===== src/rtl/cc_pkg.sv =====
// Shared types and constants for the cache-controller lookup dispatch path.
//   dispatch_state_t : dispatch FSM states
//   hit_data_t       : payload pushed to the hit-data FIFO ({offset, line})
package cc_pkg;

  localparam int unsigned LINE_W = 512;
  localparam int unsigned OFS_W  = 6;
  localparam int unsigned DATA_W = OFS_W + LINE_W;
  localparam int unsigned CNT_W  = 3;

  localparam logic [3:0] BEAT_LEN   = 4'd7;
  localparam logic [1:0] BURST_WRAP = 2'b10;
  localparam logic [2:0] SIZE_8B    = 3'd3;

  typedef enum logic {
    S_IDLE,
    S_AR
  } dispatch_state_t;

  typedef struct packed {
    logic [OFS_W-1:0]  ofs;
    logic [LINE_W-1:0] line;
  } hit_data_t;

endpackage


===== src/rtl/cc_outstanding_cnt.sv =====
// Outstanding-miss counter: +1 per accepted miss, -1 per completed memory
// R burst, with a combinational "room for one more" compare used to gate
// lookup acceptance.
//   clk, rst_n : clock, async active-low reset
//   inc        : miss accepted this cycle
//   dec        : R burst completed this cycle (rvalid & rready & rlast)
//   count      : registered outstanding count
//   room_c     : count < MAX_OUTSTANDING (combinational)
module cc_outstanding_cnt
  import cc_pkg::*;
#(
  parameter int unsigned MAX_OUTSTANDING = 4,
  parameter int unsigned WIDTH           = CNT_W
) (
  input  logic             clk,
  input  logic             rst_n,
  input  logic             inc,
  input  logic             dec,
  output logic [WIDTH-1:0] count,
  output logic             room_c
);

  logic [WIDTH-1:0] cnt_q;
  logic [WIDTH-1:0] cnt_d;

  // Next count; simultaneous inc/dec cancel out.
  always_comb begin
    cnt_d = cnt_q;
    unique case ({inc, dec})
      2'b10:   cnt_d = cnt_q + WIDTH'(1);
      2'b01:   if (cnt_q != '0) cnt_d = cnt_q - WIDTH'(1);
      default: cnt_d = cnt_q;
    endcase
  end

  always_ff @(posedge clk or negedge rst_n) begin
    if (!rst_n) cnt_q <= '0;
    else        cnt_q <= cnt_d;
  end

  assign count  = cnt_q;
  assign room_c = (cnt_q < WIDTH'(MAX_OUTSTANDING));

  // A completion with nothing outstanding means the memory side is broken.
  a_no_underflow: assert property (@(posedge clk) disable iff (!rst_n)
    !(dec && !inc && (cnt_q == '0)));

  // Ready gating must keep the count from exceeding the limit.
  a_no_overflow: assert property (@(posedge clk) disable iff (!rst_n)
    !(inc && !dec && (cnt_q >= WIDTH'(MAX_OUTSTANDING))));

endmodule


===== src/rtl/cc_lookup_dispatch_ctrl.sv =====
// Read-response dispatch for the cache controller. Takes one tag-lookup
// result per transaction: hits push flag=1 plus {offset, line} into the hit
// FIFOs; misses push flag=0 and issue a critical-word-first WRAP AR burst.
// The flag FIFO order defines the response order on the INCT R channel.
//   lookup_*        : lookup result handshake (valid/ready), hit, addr, line
//   hit_flag_fifo_* : flag FIFO afull in, push/wdata out
//   hit_data_fifo_* : data FIFO afull in, push/{addr[5:0], line} out
//   mem_ar*         : AXI AR channel to memory
//   mem_r*          : monitored memory R handshake (burst completion)
//   outstanding_o   : misses whose R burst has not yet completed
module cc_lookup_dispatch_ctrl
  import cc_pkg::*;
#(
  parameter int unsigned MAX_OUTSTANDING = 4,
  parameter int unsigned ADDR_WIDTH      = 32
) (
  input  logic                  clk,
  input  logic                  rst_n,
  input  logic                  lookup_valid_i,
  output logic                  lookup_ready_o,
  input  logic                  lookup_hit_i,
  input  logic [ADDR_WIDTH-1:0] lookup_addr_i,
  input  logic [LINE_W-1:0]     lookup_line_i,
  input  logic                  hit_flag_fifo_afull_i,
  output logic                  hit_flag_fifo_wren_o,
  output logic                  hit_flag_fifo_wdata_o,
  input  logic                  hit_data_fifo_afull_i,
  output logic                  hit_data_fifo_wren_o,
  output logic [DATA_W-1:0]     hit_data_fifo_wdata_o,
  output logic [ADDR_WIDTH-1:0] mem_araddr_o,
  output logic [3:0]            mem_arlen_o,
  output logic [2:0]            mem_arsize_o,
  output logic [1:0]            mem_arburst_o,
  output logic                  mem_arvalid_o,
  input  logic                  mem_arready_i,
  input  logic                  mem_rvalid_i,
  input  logic                  mem_rready_i,
  input  logic                  mem_rlast_i,
  output logic [CNT_W-1:0]      outstanding_o
);

  dispatch_state_t       state_q, state_d;
  logic                  flag_wren_q, flag_wren_d;
  logic                  flag_wdata_q, flag_wdata_d;
  logic                  data_wren_q, data_wren_d;
  hit_data_t             data_q, data_d;
  logic [ADDR_WIDTH-1:0] araddr_q, araddr_d;
  logic [3:0]            arlen_q, arlen_d;
  logic [2:0]            arsize_q, arsize_d;
  logic [1:0]            arburst_q, arburst_d;
  logic                  arvalid_q, arvalid_d;

  logic room_c;
  logic accept_c;
  logic miss_accept_c;
  logic r_done_c;

  // Accept only in IDLE with room in both FIFOs and below the miss limit.
  assign lookup_ready_o = (state_q == S_IDLE) && !hit_flag_fifo_afull_i &&
                          !hit_data_fifo_afull_i && room_c;
  assign accept_c       = lookup_valid_i && lookup_ready_o;
  assign miss_accept_c  = accept_c && !lookup_hit_i;
  assign r_done_c       = mem_rvalid_i && mem_rready_i && mem_rlast_i;

  cc_outstanding_cnt #(
    .MAX_OUTSTANDING (MAX_OUTSTANDING),
    .WIDTH           (CNT_W)
  ) u_outstanding_cnt (
    .clk    (clk),
    .rst_n  (rst_n),
    .inc    (miss_accept_c),
    .dec    (r_done_c),
    .count  (outstanding_o),
    .room_c (room_c)
  );

  // Next-state and next-output logic; pushes are single-cycle pulses.
  always_comb begin
    state_d      = state_q;
    flag_wren_d  = 1'b0;
    flag_wdata_d = flag_wdata_q;
    data_wren_d  = 1'b0;
    data_d       = data_q;
    araddr_d     = araddr_q;
    arlen_d      = arlen_q;
    arsize_d     = arsize_q;
    arburst_d    = arburst_q;
    arvalid_d    = arvalid_q;

    case (state_q)
      S_IDLE: begin
        if (accept_c) begin
          flag_wren_d  = 1'b1;
          flag_wdata_d = lookup_hit_i;
          if (lookup_hit_i) begin
            data_wren_d = 1'b1;
            data_d.ofs  = lookup_addr_i[OFS_W-1:0];
            data_d.line = lookup_line_i;
          end else begin
            // WRAP burst from the 8-byte word holding the requested byte.
            araddr_d  = {lookup_addr_i[ADDR_WIDTH-1:3], 3'b000};
            arlen_d   = BEAT_LEN;
            arsize_d  = SIZE_8B;
            arburst_d = BURST_WRAP;
            arvalid_d = 1'b1;
            state_d   = S_AR;
          end
        end
      end
      S_AR: begin
        if (mem_arready_i) begin
          arvalid_d = 1'b0;
          state_d   = S_IDLE;
        end
      end
      default: begin
        arvalid_d = 1'b0;
        state_d   = S_IDLE;
      end
    endcase
  end

  always_ff @(posedge clk or negedge rst_n) begin
    if (!rst_n) begin
      state_q      <= S_IDLE;
      flag_wren_q  <= 1'b0;
      flag_wdata_q <= 1'b0;
      data_wren_q  <= 1'b0;
      data_q       <= '0;
      araddr_q     <= '0;
      arlen_q      <= '0;
      arsize_q     <= '0;
      arburst_q    <= '0;
      arvalid_q    <= 1'b0;
    end else begin
      state_q      <= state_d;
      flag_wren_q  <= flag_wren_d;
      flag_wdata_q <= flag_wdata_d;
      data_wren_q  <= data_wren_d;
      data_q       <= data_d;
      araddr_q     <= araddr_d;
      arlen_q      <= arlen_d;
      arsize_q     <= arsize_d;
      arburst_q    <= arburst_d;
      arvalid_q    <= arvalid_d;
    end
  end

  assign hit_flag_fifo_wren_o  = flag_wren_q;
  assign hit_flag_fifo_wdata_o = flag_wdata_q;
  assign hit_data_fifo_wren_o  = data_wren_q;
  assign hit_data_fifo_wdata_o = data_q;
  assign mem_araddr_o          = araddr_q;
  assign mem_arlen_o           = arlen_q;
  assign mem_arsize_o          = arsize_q;
  assign mem_arburst_o         = arburst_q;
  assign mem_arvalid_o         = arvalid_q;

endmodule


===== config.mk =====
export PLATFORM = sky130hd
export DESIGN_NAME = cc_lookup_dispatch_ctrl
export DESIGN_NICKNAME = d
export VERILOG_FILES = /design/src/rtl/cc_pkg.sv /design/src/rtl/cc_outstanding_cnt.sv /design/src/rtl/cc_lookup_dispatch_ctrl.sv
export SDC_FILE = /design/constraint.sdc
export NUM_CORES = 1
export LEC_CHECK = 0
export CAP_MARGIN = 20
export CORE_AREA = 4 4 432 434
export CTS_BUF_LIST = sky130_fd_sc_hd__clkbuf_2
export DETAILED_ROUTE_END_ITERATION = 10
export DIE_AREA = 0 0 436 438
export GPL_ROUTABILITY_DRIVEN = 1
export PLACE_DENSITY = 0.36
export SYNTH_ARGS = -nofsm -noshare
export SYNTH_HDL_FRONTEND = slang
export SYNTH_SLANG_ARGS = --single-unit

===== constraint.sdc =====
create_clock -name clk -period 2.7 [get_ports clk]
set_input_delay 0.27 -clock clk [delete_from_list [all_inputs] [get_ports clk]]
set_output_delay 0.27 -clock clk [all_outputs]
set_load 0.02 [all_outputs]

==> results of run 1 <==
synthesized netlist by cell type, types with 2 or more instances:
master,number,share of area
dfrtp_1,556,0.59
mux2_4,500,0.32
nand2_1,92,0.015
buf_12,55,0.047
mux2_2,14,0.0067
buf_4,11,0.0035
clkbuf_1,5,0.00080
mux2_1,5,0.0024
inv_1,3,0.00048
nor2_1,3,0.00048
a21oi_1,2,0.00043
buf_2,2,0.00043
buf_6,2,0.00096
mux2i_1,2,0.00085
nand2b_1,2,0.00053
nand3_1,2,0.00043
o21ai_0,2,0.00043
o31ai_1,2,0.00064
xnor2_1,2,0.00075
cell families after synthesis:
kind of cell | synth area share
AND/OR/NAND/NOR | 0.0189
buffers and inverters | 0.0536
AO/OA/AOI/OAI | 0.00187
adder cells (fa/ha/maj) | 0.000534
flip-flops | 0.594
multiplexers | 0.330
other | 0.000160
XOR/XNOR | 0.000748
metrics by stage:
step / hold slack (ns) / cells / util / worst slack (ns)
global placement: 0.269 / 4772 / 0.204 / 0.212
floorplan: -0.0256 / 1277 / - / 0.554
detailed placement: 0.273 / 4772 / 0.204 / 0.218
==> impl_metrics.ini, run 1 <==
[status]
status = aborted with a tool error
failing_step = clock tree synthesis
firstError = [ERROR RSZ-0060] Max buffer count reached.

[clock_tree]
cts_buffers = 179
clock-sinks = 556
ctsResizeCount = 3573
cts_root_buf = clkbuf_2
post_cts_buffers = 200
clockBufferDepth = 3
cts_hold_buf = 1054
htree_num_levels = 4

[place]
io_buffer_count = 1114
placed_area_um2 = 37200
routabilityCongestion = 0.808
dpl.hpwl_um = 88400

[synth]
ys_seq_area_frac = 0.594
synth_edf_count = 0
ys_seq_elements = 556
synth_area_um2 = 23400
ys_async_sr_fraction = 1.00
synthFlopType = dfrtp_1
avgSynthCellArea_um2 = 18.4
synthDistinctLibCells = 29
synth_warnings = 0
syn_inst = 1272

[die]
die_w_um = 436
die_h_um = 438
std_cell_rows = 157
io_pins = 1121
start_util = 0.128
==> run 2: changes to the inputs <==
Settings changed: CORE_AREA 4 4 432 434 to 4 4 430 432, CTS_BUF_LIST sky130_fd_sc_hd__clkbuf_2 to unset, DIE_AREA 0 0 436 438 to 0 0 434 436, PLACE_DENSITY 0.36 to unset, PLACE_DENSITY_LB_ADDON set to 0.15.
==> run 2 against run 1 <==
Net effect: the flow now finishes without violations; synthesized cell count stayed put; area after synthesis stayed put.
==> impl_metrics.ini, run 2 <==
[detailed_routing]
antenna_left = 0
drtIter0Drc = 509
first_pass_iters = 4
vias = 15500
viasPerCell = 3.13
wl_um = 106000
wire_per_inst_um = 21.4
route.detailed.drc = 0

[hold_path]
hp-class = in -> reg
min_from = lookup_addr_i[8]
holdPathStages = 3

[critical_path]
required_ns = 2.43
slowest_stage = clkdlybuf4s50_1
critPathCaptureType = primary output
critPathLaunch = u_outstanding_cnt.count[2]$_DFFE_PN0P_
critPathMaxFanout = 6
r2r_slack_ns = 0.55
reg2reg_from = u_outstanding_cnt.count[2]$_DFFE_PN0P_
timing.rr.end = hit_data_fifo_wdata_o[452]$_DFFE_PN0P_
cp-start-kind = flip-flop
critical_path.endpoint = lookup_ready_o
reg2reg_depth = 6
cp_num_buf_inv = 2
worstPathArrival_ns = 2.20
cp_top_family = buffers and inverters
crit_type = reg -> out
crit_path_cell_trace = nor4_4, buf_4, clkdlybuf4s50_1
cp_slowest_stage_delay_ns = 0.62
path_depth = 3

[clock_tree]
cts_root_buf = clkbuf_16
clock-sinks = 556
htree_num_levels = 3
cts.clk_slew.worst_paths_ns = 0.06
ctsResizeCount = 0
clock_latency_ns = 0.67
clockBufferDepth = 3
cts_tree = built
cts_buffers = 78

[synth]
syn_inst = 1272
synth_area_leaders = dfrtp_1 59%, mux2_4 32%, buf_12 4.7%
synth_common_cells = 556 x dfrtp_1, 500 x mux2_4, 92 x nand2_1
synth_warnings = 0
synth_top_cell_by_area = dfrtp_1
ys_seq_elements = 556
synth_edf_count = 0
synthDistinctLibCells = 29
ys_seq_area_frac = 0.594
synth_area_um2 = 23400
synthFlopType = dfrtp_1
ys_async_sr_fraction = 1.00
avgSynthCellArea_um2 = 18.4
netlist.area_leader.share = 0.594
synth.most_common_cell = dfrtp_1

[cells_and_area]
area_delta_synth_final_pct = 70.6
largest_reg_flops = 518
finalNetCount = 3043
fin_util = 0.221
drive_gt1_frac = 0.288
final_cell_mix = 1113 x clkdlybuf4s50_1, 556 x dfrtp_1, 500 x mux2_4
fillers = 19000
design_area_um2 = 40000
final_common_cell = clkdlybuf4s50_1

[sta]
relSlewSlack = 0.442
max_freq_mhz = 405
hold_viol = 0
fin_crit_sh = 0.913
final-setup-viol-count = 0
rsz0062_at_grt = no
fin_crit_ns = 2.47
slew_violations = 0
worst_pin_slew_ns = 0.837
fin_tns_setup_ns = 0
fin_skew_ns = 0.0172

[place]
routabilityCongestion = 0.820
dpl.hpwl_um = 84400
placed_area_um2 = 37300
io_buffer_count = 1114

[die]
coreArea_um2 = 181000
start_util = 0.130
die_w_um = 434
std_cell_rows = 156
die_h_um = 436
io_pins = 1121
dieArea_um2 = 189000

[pwr]
ir_drop_v = 0.000529
p_per_area_nw_per_um2 = 1190
power_mw = 47.7
leakagePower_nw = 16.7

[global_routing]
grt_pass1_wl_um = 144000
grt_pass1_vias = 17700
track_usage = 0.107
antenna_found_initial = 28
grt_overflow = 0
grt_max_degree = 62

[job]
cap_viol_max_count = 0

[status]
status = finished, final reports clean
run 2: logic make-up (layout without fill, tap and decap cells):
group,count (synthesis),in the layout,share of synthesized area
DFF,556,556,0.594
muxes,521,521,0.330
and+or+nand+nor,105,105,0.0189
buffers and inverters,79,1348,0.0536
AOI/OAI and AO/OA,7,7,0.00187
xor gates and xnor gates,2,2,0.000748
adders and majority gates,1,1,0.000534
other,1,26,0.000160
run 2: final cells by class:
type                            instances  area (um2)  share of cell area
Multi-Input combinational cell        642        8280               0.207
Clock inverter                         29         357             0.00892
Timing Repair Buffer                 1206       12100               0.304
Antenna cell                           20        50.0             0.00125
Inverter                                4        41.3             0.00103
Sequential cell                       556       13900               0.348
Tap cell                             2370        2970              0.0742
Clock buffer                          109        2220              0.0555
run 2: metal layers:
layer	track usage	wire length (um)	vias up
met4	0.0383	3100	12
met3	0.0420	8980	141
met2	0.190	54300	628
met1	0.115	39200	7819
met5	0	84	-
li1	-	-	6873
run 2: timing repair:
| item | 4_1_cts | 5_1_grt |
|---|---|---|
| buffers inserted | 0 | 0 |
| hold buffers | 1 | 0 |
| endpoints found under the hold margin | 37 | 0 |
run 2: metrics by stage:
step / setup slack (ns) / instances / hold slack (ns)
3_5_place_dp: 0.192 / 4777 / 0.380
2_1_floorplan: 0.554 / 1277 / -0.0256
3_3_place_gp: 0.187 / 4777 / 0.349
5_1_grt: 0.0512 / 4930 / 0.0481
6_report: 0.234 / 4936 / 0.127
4_1_cts: 0.0544 / 4916 / 0.00510
run 2: worst register-to-register path, stage by stage (launching register included):
cell	delay (ns)
dfrtp_1	0.51
nor4_4	0.21
and2_4	0.21
nand2_4	0.10
clkinv_16	0.17
buf_12	0.40
mux2_2	0.43
run 2: how the worst min path moves through the flow:
stage                                                         to  slack [ns]
after floorplan             hit_data_fifo_wdata_o[0]$_DFFE_PN0P_       -0.03
after global routing                mem_araddr_o[12]$_DFFE_PN0P_        0.05
after detailed placement  hit_data_fifo_wdata_o[340]$_DFFE_PN0P_        0.38
after CTS                            mem_araddr_o[8]$_DFFE_PN0P_       0.005
final                                mem_araddr_o[8]$_DFFE_PN0P_        0.13
after global placement    hit_data_fifo_wdata_o[342]$_DFFE_PN0P_        0.35
run 2: where the power goes:
group,internal [mW],leakage [nW],switching [mW]
clock network,6.32,1.27,4.16
logic,12.2,8.74,10.0
registers,12.3,6.69,2.71
total,30.8,16.7,16.9
(Power assumes the default switching activity.)
